===== config.mk =====
export PLATFORM = sky130hd
export DESIGN_NAME = sdram_port_arbiter_flat
export DESIGN_NICKNAME = d
export VERILOG_FILES = /design/src/rtl/sdram_port_arbiter_if.sv /design/src/rtl/sdram_port_arbiter.sv /design/src/flat_wrapper.sv
export SDC_FILE = /design/constraint.sdc
export NUM_CORES = 1
export LEC_CHECK = 0
export CORE_AREA = 2 2 80 82
export CTS_CLUSTER_SIZE = 10
export DETAILED_ROUTE_END_ITERATION = 6
export DIE_AREA = 0 0 82 84
export DONT_BUFFER_PORTS = 1
export GPL_ROUTABILITY_DRIVEN = 1
export HOLD_SLACK_MARGIN = 0.15
export MAX_ROUTING_LAYER = met4
export PLACE_DENSITY = 0.57
export SYNTH_ARGS = -nofsm -noshare
export SYNTH_HDL_FRONTEND = slang
export SYNTH_SLANG_ARGS = --single-unit

===== constraint.sdc =====
create_clock -name clk -period 2.97 [get_ports clk]
set_input_delay 0.891 -clock clk [delete_from_list [all_inputs] [get_ports clk]]
set_output_delay 0.891 -clock clk [all_outputs]
set_load 0.01 [all_outputs]

===== src/rtl/sdram_port_arbiter_if.sv =====
// Avalon-MM style port bundle (active-low strobes) shared by both requesters and the SDRAM slave side.
interface sdram_port_arbiter_if #(
  parameter int ADDR_W = 32,
  parameter int DATA_W = 16
);
  logic              read_n;
  logic              write_n;
  logic [ADDR_W-1:0] address;
  logic [DATA_W-1:0] writedata;
  logic              waitrequest;
  logic              readdatavalid;
  logic [DATA_W-1:0] readdata;

  modport master (
    output read_n, write_n, address, writedata,
    input  waitrequest, readdatavalid, readdata
  );

  modport slave (
    input  read_n, write_n, address, writedata,
    output waitrequest, readdatavalid, readdata
  );
endinterface


===== src/rtl/sdram_port_arbiter.sv =====
// Round-robin arbiter sharing one 16-bit Avalon-MM SDRAM port between two requesters.
// One cycle from request to slave strobe; slave stalls pass through, reads also stall while the tag FIFO is full.
module sdram_port_arbiter #(
  parameter int ADDR_W      = 32,
  parameter int DATA_W      = 16,
  parameter int MAX_PENDING = 4
) (
  input  logic                 clk,
  input  logic                 reset_n,
  sdram_port_arbiter_if.slave  r0,
  sdram_port_arbiter_if.slave  r1,
  sdram_port_arbiter_if.master s,
  output logic                 s_chipselect,
  output logic [1:0]           s_byteenable,
  output logic                 proto_err
);
  localparam int PTR_W = $clog2(MAX_PENDING);
  localparam logic [PTR_W:0] FULL_CNT = (PTR_W+1)'(MAX_PENDING);

  typedef enum logic [1:0] {IDLE, GRANT0, GRANT1} state_t;

  state_t                 state, state_nxt;
  logic                   rr_ptr, rr_ptr_nxt;
  logic [MAX_PENDING-1:0] tag_mem;
  logic [PTR_W-1:0]       wr_ptr, rd_ptr;
  logic [PTR_W:0]         count;

  logic rd0, wr0, rd1, wr1, elig0, elig1, full;
  logic grant, sel, g_rd, g_wr, g_rd_eff, g_wr_eff, rd_held;
  logic accept, push, pop, head_tag;

  assign rd0   = !r0.read_n;
  assign wr0   = !r0.write_n;
  assign rd1   = !r1.read_n;
  assign wr1   = !r1.write_n;
  assign full  = (count == FULL_CNT);
  // A read (including a double strobe) needs a free tag; a plain write never does.
  assign elig0 = rd0 ? !full : wr0;
  assign elig1 = rd1 ? !full : wr1;

  assign grant    = (state != IDLE);
  assign sel      = (state == GRANT1);
  assign g_rd     = sel ? rd1 : rd0;
  assign g_wr     = sel ? wr1 : wr0;
  assign rd_held  = g_rd && full;
  assign g_rd_eff = g_rd && !full;
  assign g_wr_eff = g_wr && !g_rd;
  assign accept   = grant && (g_rd_eff || g_wr_eff) && !s.waitrequest;

  assign push     = accept && g_rd_eff;
  assign pop      = s.readdatavalid && (count != '0);
  assign head_tag = tag_mem[rd_ptr];

  assign r0.readdatavalid = pop && !head_tag;
  assign r1.readdatavalid = pop && head_tag;
  assign r0.readdata      = s.readdata;
  assign r1.readdata      = s.readdata;
  assign s_chipselect     = 1'b1;
  assign s_byteenable     = 2'b11;

  always_comb begin
    state_nxt      = state;
    rr_ptr_nxt     = rr_ptr;
    s.read_n       = 1'b1;
    s.write_n      = 1'b1;
    s.address      = {ADDR_W{1'b0}};
    s.writedata    = {DATA_W{1'b0}};
    r0.waitrequest = 1'b1;
    r1.waitrequest = 1'b1;
    case (state)
      IDLE: begin
        if (elig0 && elig1)
          state_nxt = rr_ptr ? GRANT1 : GRANT0;
        else if (elig0)
          state_nxt = GRANT0;
        else if (elig1)
          state_nxt = GRANT1;
      end
      GRANT0, GRANT1: begin
        s.read_n    = !g_rd_eff;
        s.write_n   = !g_wr_eff;
        s.address   = sel ? r1.address : r0.address;
        s.writedata = sel ? r1.writedata : r0.writedata;
        if (sel)
          r1.waitrequest = s.waitrequest | rd_held;
        else
          r0.waitrequest = s.waitrequest | rd_held;
        if (accept) begin
          state_nxt  = IDLE;
          rr_ptr_nxt = !sel;
        end else if (!g_rd && !g_wr) begin
          state_nxt = IDLE;
        end
      end
      default: state_nxt = IDLE;
    endcase
  end

  always_ff @(posedge clk or negedge reset_n) begin
    if (!reset_n) begin
      state     <= IDLE;
      rr_ptr    <= 1'b0;
      tag_mem   <= '0;
      wr_ptr    <= '0;
      rd_ptr    <= '0;
      count     <= '0;
      proto_err <= 1'b0;
    end else begin
      state  <= state_nxt;
      rr_ptr <= rr_ptr_nxt;
      if (push) begin
        tag_mem[wr_ptr] <= sel;
        wr_ptr          <= wr_ptr + PTR_W'(1);
      end
      if (pop)
        rd_ptr <= rd_ptr + PTR_W'(1);
      if (push && !pop)
        count <= count + (PTR_W+1)'(1);
      else if (pop && !push)
        count <= count - (PTR_W+1)'(1);
      // Double strobe from the granted requester, or return data with no owner.
      if ((grant && g_rd && g_wr) || (s.readdatavalid && (count == '0)))
        proto_err <= 1'b1;
    end
  end
endmodule


===== src/flat_wrapper.sv =====
// flat-port wrapper written by rule: the top's interface ports become plain ports
module sdram_port_arbiter_flat 
#(
  parameter int ADDR_W      = 32,
  parameter int DATA_W      = 16,
  parameter int MAX_PENDING = 4
)
  (clk, reset_n, s_chipselect, s_byteenable, proto_err, r0_read_n, r0_write_n, r0_address, r0_writedata, r0_waitrequest, r0_readdatavalid, r0_readdata, r1_read_n, r1_write_n, r1_address, r1_writedata, r1_waitrequest, r1_readdatavalid, r1_readdata, s_read_n, s_write_n, s_address, s_writedata, s_waitrequest, s_readdatavalid, s_readdata);
  sdram_port_arbiter_if #(.ADDR_W(ADDR_W), .DATA_W(DATA_W)) r0_i ();
  sdram_port_arbiter_if #(.ADDR_W(ADDR_W), .DATA_W(DATA_W)) r1_i ();
  sdram_port_arbiter_if #(.ADDR_W(ADDR_W), .DATA_W(DATA_W)) s_i ();
  input  logic clk;
  input  logic reset_n;
  output logic s_chipselect;
  output logic [1:0] s_byteenable;
  output logic proto_err;
  input wire logic [$bits(r0_i.read_n)-1:0] r0_read_n;
  input wire logic [$bits(r0_i.write_n)-1:0] r0_write_n;
  input wire logic [$bits(r0_i.address)-1:0] r0_address;
  input wire logic [$bits(r0_i.writedata)-1:0] r0_writedata;
  output wire logic [$bits(r0_i.waitrequest)-1:0] r0_waitrequest;
  output wire logic [$bits(r0_i.readdatavalid)-1:0] r0_readdatavalid;
  output wire logic [$bits(r0_i.readdata)-1:0] r0_readdata;
  input wire logic [$bits(r1_i.read_n)-1:0] r1_read_n;
  input wire logic [$bits(r1_i.write_n)-1:0] r1_write_n;
  input wire logic [$bits(r1_i.address)-1:0] r1_address;
  input wire logic [$bits(r1_i.writedata)-1:0] r1_writedata;
  output wire logic [$bits(r1_i.waitrequest)-1:0] r1_waitrequest;
  output wire logic [$bits(r1_i.readdatavalid)-1:0] r1_readdatavalid;
  output wire logic [$bits(r1_i.readdata)-1:0] r1_readdata;
  output wire logic [$bits(s_i.read_n)-1:0] s_read_n;
  output wire logic [$bits(s_i.write_n)-1:0] s_write_n;
  output wire logic [$bits(s_i.address)-1:0] s_address;
  output wire logic [$bits(s_i.writedata)-1:0] s_writedata;
  input wire logic [$bits(s_i.waitrequest)-1:0] s_waitrequest;
  input wire logic [$bits(s_i.readdatavalid)-1:0] s_readdatavalid;
  input wire logic [$bits(s_i.readdata)-1:0] s_readdata;
  assign r0_i.read_n = r0_read_n;
  assign r0_i.write_n = r0_write_n;
  assign r0_i.address = r0_address;
  assign r0_i.writedata = r0_writedata;
  assign r0_waitrequest = r0_i.waitrequest;
  assign r0_readdatavalid = r0_i.readdatavalid;
  assign r0_readdata = r0_i.readdata;
  assign r1_i.read_n = r1_read_n;
  assign r1_i.write_n = r1_write_n;
  assign r1_i.address = r1_address;
  assign r1_i.writedata = r1_writedata;
  assign r1_waitrequest = r1_i.waitrequest;
  assign r1_readdatavalid = r1_i.readdatavalid;
  assign r1_readdata = r1_i.readdata;
  assign s_read_n = s_i.read_n;
  assign s_write_n = s_i.write_n;
  assign s_address = s_i.address;
  assign s_writedata = s_i.writedata;
  assign s_i.waitrequest = s_waitrequest;
  assign s_i.readdatavalid = s_readdatavalid;
  assign s_i.readdata = s_readdata;
  sdram_port_arbiter #(.ADDR_W(ADDR_W), .DATA_W(DATA_W), .MAX_PENDING(MAX_PENDING)) u_core (.clk(clk), .reset_n(reset_n), .r0(r0_i), .r1(r1_i), .s(s_i), .s_chipselect(s_chipselect), .s_byteenable(s_byteenable), .proto_err(proto_err));
endmodule

# Word-level counts from Yosys, hierarchy flattened
# Index checks and enable logic that the tools add are counted.
[totals] regBits=15 out_inout_bits=90 wordCells=89
[op_classes] addsub=4 magnitude_cmp=3 n_eq_ne=5 muxes=28 bitwise=1 reduce_logical=41
[op_table] cell="$mux 32" n=2
[op_table] cell="$mux 16" n=2
[op_table] cell="$logic_and 1x1->1" n=17
[op_table] cell="$logic_not 1->1" n=14
[op_table] cell="$mux 1" n=12
[op_table] cell="$mux 2" n=6
[op_table] cell="$lt 2x3->1 const B" n=2
[op_table] cell="$mux 3" n=2
[op_table] cell="$add 2x1->2 const B" n=2
[op_table] cell="$bwmux 4" n=1
[op_table] cell="$ne 4x1->1 const B" n=1
[op_table] cell="$pmux 2 s2" n=1
[op_table] cell="$reduce_and 2->1" n=2
[op_table] cell="$reduce_bool 2->1" n=2
[op_table] cell="$add 3x1->3 const B" n=1
[op_table] cell="$eq 3x3->1 const B" n=1
[op_table] cell="$logic_not 3->1" n=1
[op_table] cell="$ne 3x1->1 const B" n=1
[op_table] cell="$reduce_bool 3->1" n=1
[op_table] cell="$sub 3x1->3 const B" n=1
[op_table] cell="$bmux 1 s2" n=1
[op_table] cell="$demux 1 s2" n=1
[op_table] cell="$eq 2x1->1 const B" n=1
[op_table] cell="$eq 2x2->1 const B" n=1
[op_table] cell="other kinds (5)" n=6

# Logic depth before layout (Yosys ltp)
[depth] depth_word=12 mapped_depth=11 ltp_nobuf=10

# Worst setup path after synthesis
# OpenSTA, ideal clock, no wires.
[synth_timing] kind="input port to flip-flop" startpoint="input port r0_read_n" endpoint="register u_core.count[2]" setup_ns=0.079 arrival_ns=2.466 required_time_ns=2.891 setup_slack_ns=0.425 cell_stages=8 n_path_buf=0 cell_sequence="mux2i_4 -> nor4b_4 -> ha_1 -> inv_1 -> fa_1 -> xor2_1 -> nor2_1 -> xor2_1"
[synth_between] elab_chain_len=11 word_cells_on_any_way=14 classes_between="mux: 2; reduce/logical: 12"
[synth_rtl] item="from (decl)" line_no="flat_wrapper.sv:17" rtl="input wire logic [$bits(r0_i.read_n)-1:0] r0_read_n;"
[synth_rtl] item="$logic_not 1->1 *" line_no="sdram_port_arbiter.sv:32" rtl="assign rd0 = !r0.read_n;"
[synth_rtl] item="$mux 1 *" line_no="sdram_port_arbiter.sv:43" rtl="assign g_rd = sel ? rd1 : rd0;"
[synth_rtl] item="$logic_not 1->1" line_no="sdram_port_arbiter.sv:47" rtl="assign g_wr_eff = g_wr && !g_rd;"
[synth_rtl] item="$logic_and 1x1->1" line_no="sdram_port_arbiter.sv:47"
[synth_rtl] item="$logic_or 1x1->1" line_no="sdram_port_arbiter.sv:48" rtl="assign accept = grant && (g_rd_eff || g_wr_eff) && !s.waitrequest;"
[synth_rtl] item="$logic_and 1x1->1 (2 in a row)" line_no="sdram_port_arbiter.sv:48"
[synth_rtl] item="$logic_and 1x1->1 *" line_no="sdram_port_arbiter.sv:50" rtl="assign push = accept && g_rd_eff;"
[synth_rtl] item="via u_core.push" line_no="sdram_port_arbiter.sv:30" rtl="logic accept, push, pop, head_tag;"
[synth_rtl] item="$logic_not 1->1" line_no="sdram_port_arbiter.sv:119" rtl="else if (pop && !push)"
[synth_rtl] item="$logic_and 1x1->1" line_no="sdram_port_arbiter.sv:119"
[synth_rtl] item="$reduce_bool 2->1 (no source line)"
[synth_rtl] item="to (signal assigned)" line_no="sdram_port_arbiter.sv:118" rtl="count <= count + (PTR_W+1)'(1);"
[synth_rtl] item="to (signal assigned)" line_no="sdram_port_arbiter.sv:120" rtl="count <= count - (PTR_W+1)'(1);"
[synth_rtl] item="to (decl)" line_no="sdram_port_arbiter.sv:26" rtl="logic [PTR_W:0] count;"
# The timed path passes the listed nets; every way through them passes the cells marked *.
# A chain may end at the register's enable or synchronous reset.

# Final worst setup path
[layout_timing] startpoint="register u_core.state[0]" endpoint="output port s_address[28]"
[layout_between] elab_chain_len=3 word_cells_on_any_way=5 classes_between="eq/ne: 2; mux: 2; reduce/logical: 1"
[layout_rtl] item="from (decl)" line_no="sdram_port_arbiter.sv:22" rtl="state_t state, state_nxt;"
[layout_rtl] item="from (signal assigned)" line_no="sdram_port_arbiter.sv:109" rtl="state <= state_nxt;"
[layout_rtl] item="$eq 2x2->1 *" line_no="sdram_port_arbiter.sv:42" rtl="assign sel = (state == GRANT1);"
[layout_rtl] item="via u_core.sel" line_no="sdram_port_arbiter.sv:29" rtl="logic grant, sel, g_rd, g_wr, g_rd_eff, g_wr_eff, rd_held;"
[layout_rtl] item="$mux 32 or $reduce_or 2->1 (tied branches)" line_no="sdram_port_arbiter.sv:82, sdram_port_arbiter.sv:70"
[layout_rtl] item="$mux 32 *" line_no="sdram_port_arbiter.sv:70" rtl="case (state)"
[layout_rtl] item="to (decl)" line_no="flat_wrapper.sv:33" rtl="output wire logic [$bits(s_i.address)-1:0] s_address;"
# Marks and branches as above.

==> flow_summary.yaml <==
routing:
  drt-vias-per-instance: 5.29
  route.top_layer_used: "met4"
  drt-met1-wl_mm: 1.89
  drt_iter0_drc: 50
  wl_met2_mm: 2.48
  via_count_of_the_routed_design: 1475
  antenna_left: 0
  drc_errors: 0
  avgRoutedWirePerCell_um: 17.6
  met3WireLength_um: 435
  drt_wl_total_mm: 4.92
  firstDrtPassIters: 4
critical_path:
  cpLargestDelayFamily: "buffers and inverters"
  cp_num_buf_inv: 2
  critical_path.max_fanout: 32
  slowest_library_cell_on_the_worst_path: "buf_4"
  cp.required_ns: 2.08
  critical_path_arrival_ns: 1.81
  cp_cell_sequence: "inv_1, ha_4, buf_4, mux2i_1, nor2_1"
  nature_of_the_critical_path_endpoint: "primary output"
  critPathKind: "flip-flop to primary output"
  max_stage_delay_ns: 0.43
  critPathLaunchType: "flip-flop"
die:
  design.core.area_um2: 6100
  initial_utilization: 0.321
  die-width_um: 82
  placement_rows: 29
  fp.dieH_um: 84
  die_area_um2: 6890
  io-pin-count: 210
timing:
  finalHoldViolations: 0
  timing.final.crit_share: 0.910
  fin_worst_skew_ns: 0.00156
  fmaxAchievable_mhz: 370
  final-setup-viol-count: 0
  tightest_slew_ns: 0.502
  rsz_0062_raised_after_global_routing: "false"
  layout_setup_ws_ns: 0.267
  fin_tns_setup_ns: 0
  period_needed_ns: 2.70
  timing_max_transition_violations_final: 0
  slew-limit-headroom: 0.665
final_layout:
  final_core_density: 0.302
  design.final.nets: 331
  layout_common_cells: "nor2_1 (53), mux2i_1 (49), dfrtp_1 (15)"
  n_antenna_cell: 0
  layout-drive-gt1-share: 0.0743
  area_growth_pct: -6.01
  layout.cells.most_common: "nor2_1"
clock_tree:
  clkLatencyLatePin_ns: 0.24
  cts.repair_timing.setup_buffer_count: 0
  clock_sink_count: 15
  cts_resized: 0
  clockRootBuffer: "clkbuf_8"
  clock_tree_from_tritoncts: "yes"
  clk_path_buf_depth: 2
  htreeDepth: 1
  post_cts_hold_buffer_count: 0
  path_clk_slew_ns: 0.06
  cts-buffers-inserted: 3
pwr:
  pwr_density_cell_nw_per_um2: 1080
  leakagePower_nw: 0.770
  vdd_drop_max_v: 0.000417
place:
  port_buffers: 0
  final_replace_weighted_congestion: 0.753
  dpl_worst_slack_ns: 0.490
  hpwlAfterDp_mm: 4.10
run:
  max-cap-violations: 0
logic_synthesis:
  synthesized_netlist_cell_count: 239
  ys_warn_count: 0
  yosys_register_bits: 15
  syn_avg_cell_area_um2: 8.18
  synthFlopType: "dfrtp_1"
  synthDistinctLibCells: 38
  asyncSetResetFlopFracSynth: 1.00
  synthesis.area_um2: 1960
  synth_sequential_area_ratio: 0.192
  synth-edff-count: 0
global_routing:
  grt_max_degree: 34
  grt.total_usage: 0.135
  overflow: 0
  wire_length_of_the_first_global_routing_pass_mm: 6.91
  first_global_vias: 1348
  number_of_antenna_violations_at_the_first_check_in_global_routing: 0
outcome:
  status: "complete, no violations"
min_path:
  worstHoldPathType: "input port to asynchronous set/reset pin"
worst paths after layout:
| path | from | end | slack [ns] | cells past startpoint |
|---|---|---|---|---|
| setup / recovery | u_core.state[0] | s_address[28] | 0.27 | 5 |
| hold / removal | reset_n | u_core.rd_ptr[1] | 0.33 | 0 |
| setup reg to reg | u_core.state[0] | u_core.count[2] | 0.61 | 10 |
| hold reg to reg | u_core.rd_ptr[1] | u_core.rd_ptr[1] | 0.48 | 1 |
| max in group asynchronous | reset_n | u_core.state[0] | 2.56 | 0 |
| min in group clk | u_core.rd_ptr[1] | u_core.rd_ptr[1] | 0.48 | 1 |
layer usage:
| layer | up-vias | track usage |
|---|---|---|
| met4 | 0 | 0.0515 |
| met2 | 102 | 0.220 |
| met5 | - | - |
| met3 | 16 | 0.0227 |
| li1 | 687 | - |
| met1 | 670 | 0.163 |
where the power goes:
| group | internal [mW] | total (mW) | switching (mW) |
|---|---|---|---|
| Sequential | 0.295 | 0.384 | 0.0885 |
| Clock | 0.0949 | 0.167 | 0.0723 |
| Combinational | 0.540 | 1.43 | 0.889 |
logic make-up after synthesis:
logic type               after synthesis  share of synthesized area
AND/OR/NAND/NOR                       81                      0.187
multiplexers                          56                      0.303
buffers and inverters                 56                      0.182
AO/OA/AOI/OAI                         16                     0.0531
flip-flops                            15                      0.192
adder cells (fa/ha/maj)                8                     0.0550
XOR/XNOR                               6                     0.0269
other                                  1                    0.00192
state kept, by name, summed over array words and instances, names as in the netlist:
name              cells
u_core.count          3
u_core.rr_ptr         1
u_core.rd_ptr         2
u_core.state          2
u_core.tag_mem        4
u_core.proto_err      1
u_core.wr_ptr         2
synthesized netlist by cell type (all sizes together) (3+ instances only):
library cell  instances  area (µm²)
mux2i                50         513
dfrtp                15         375
nand3                 4        20.0
buf                  41         299
inv                   9        33.8
clkbuf                6        22.5
xnor2                 3        26.3
xor2                  3        26.3
o211ai                4        30.0
nand2                11        41.3
mux2                  5        56.3
nor2                 53         199
o21ai                 6        30.0
ha                    7        87.6
area by class of cell:
type / instances / area (µm²)
tap: 77 / 96.3
timing repair buffer: 4 / 42.5
multi-input combinational: 170 / 1240
clock buffer: 4 / 45.0
inverter: 9 / 33.8
fill: 654 / 4260
sequential: 15 / 375
worst register-to-register path, delay by kind of cell (launching register included):
| family | cells | cell delay, ns |
|---|---|---|
| XOR/XNOR | 2 | 0.32 |
| adder cells (fa/ha/maj) | 3 | 0.78 |
| buffers and inverters | 2 | 0.18 |
| flip-flops | 1 | 0.40 |
| multiplexers | 1 | 0.25 |
| AND/OR/NAND/NOR | 2 | 0.35 |
through the flow:
step / cells / hold WS [ns] / total power [mW] / instance area (µm²)
6_report: 279 / 0.334 / 1.98 / 1840
3_5_place_dp: 275 / 0.478 / 1.83 / 1790
5_1_grt: 279 / 0.318 / 2.16 / 1840
4_1_cts: 279 / 0.330 / 2.01 / 1840
3_3_place_gp: 275 / 0.472 / 1.80 / 1790
2_1_floorplan: 241 / 0.450 / 1.62 / 1960
Power figures use the tool's default switching activity.
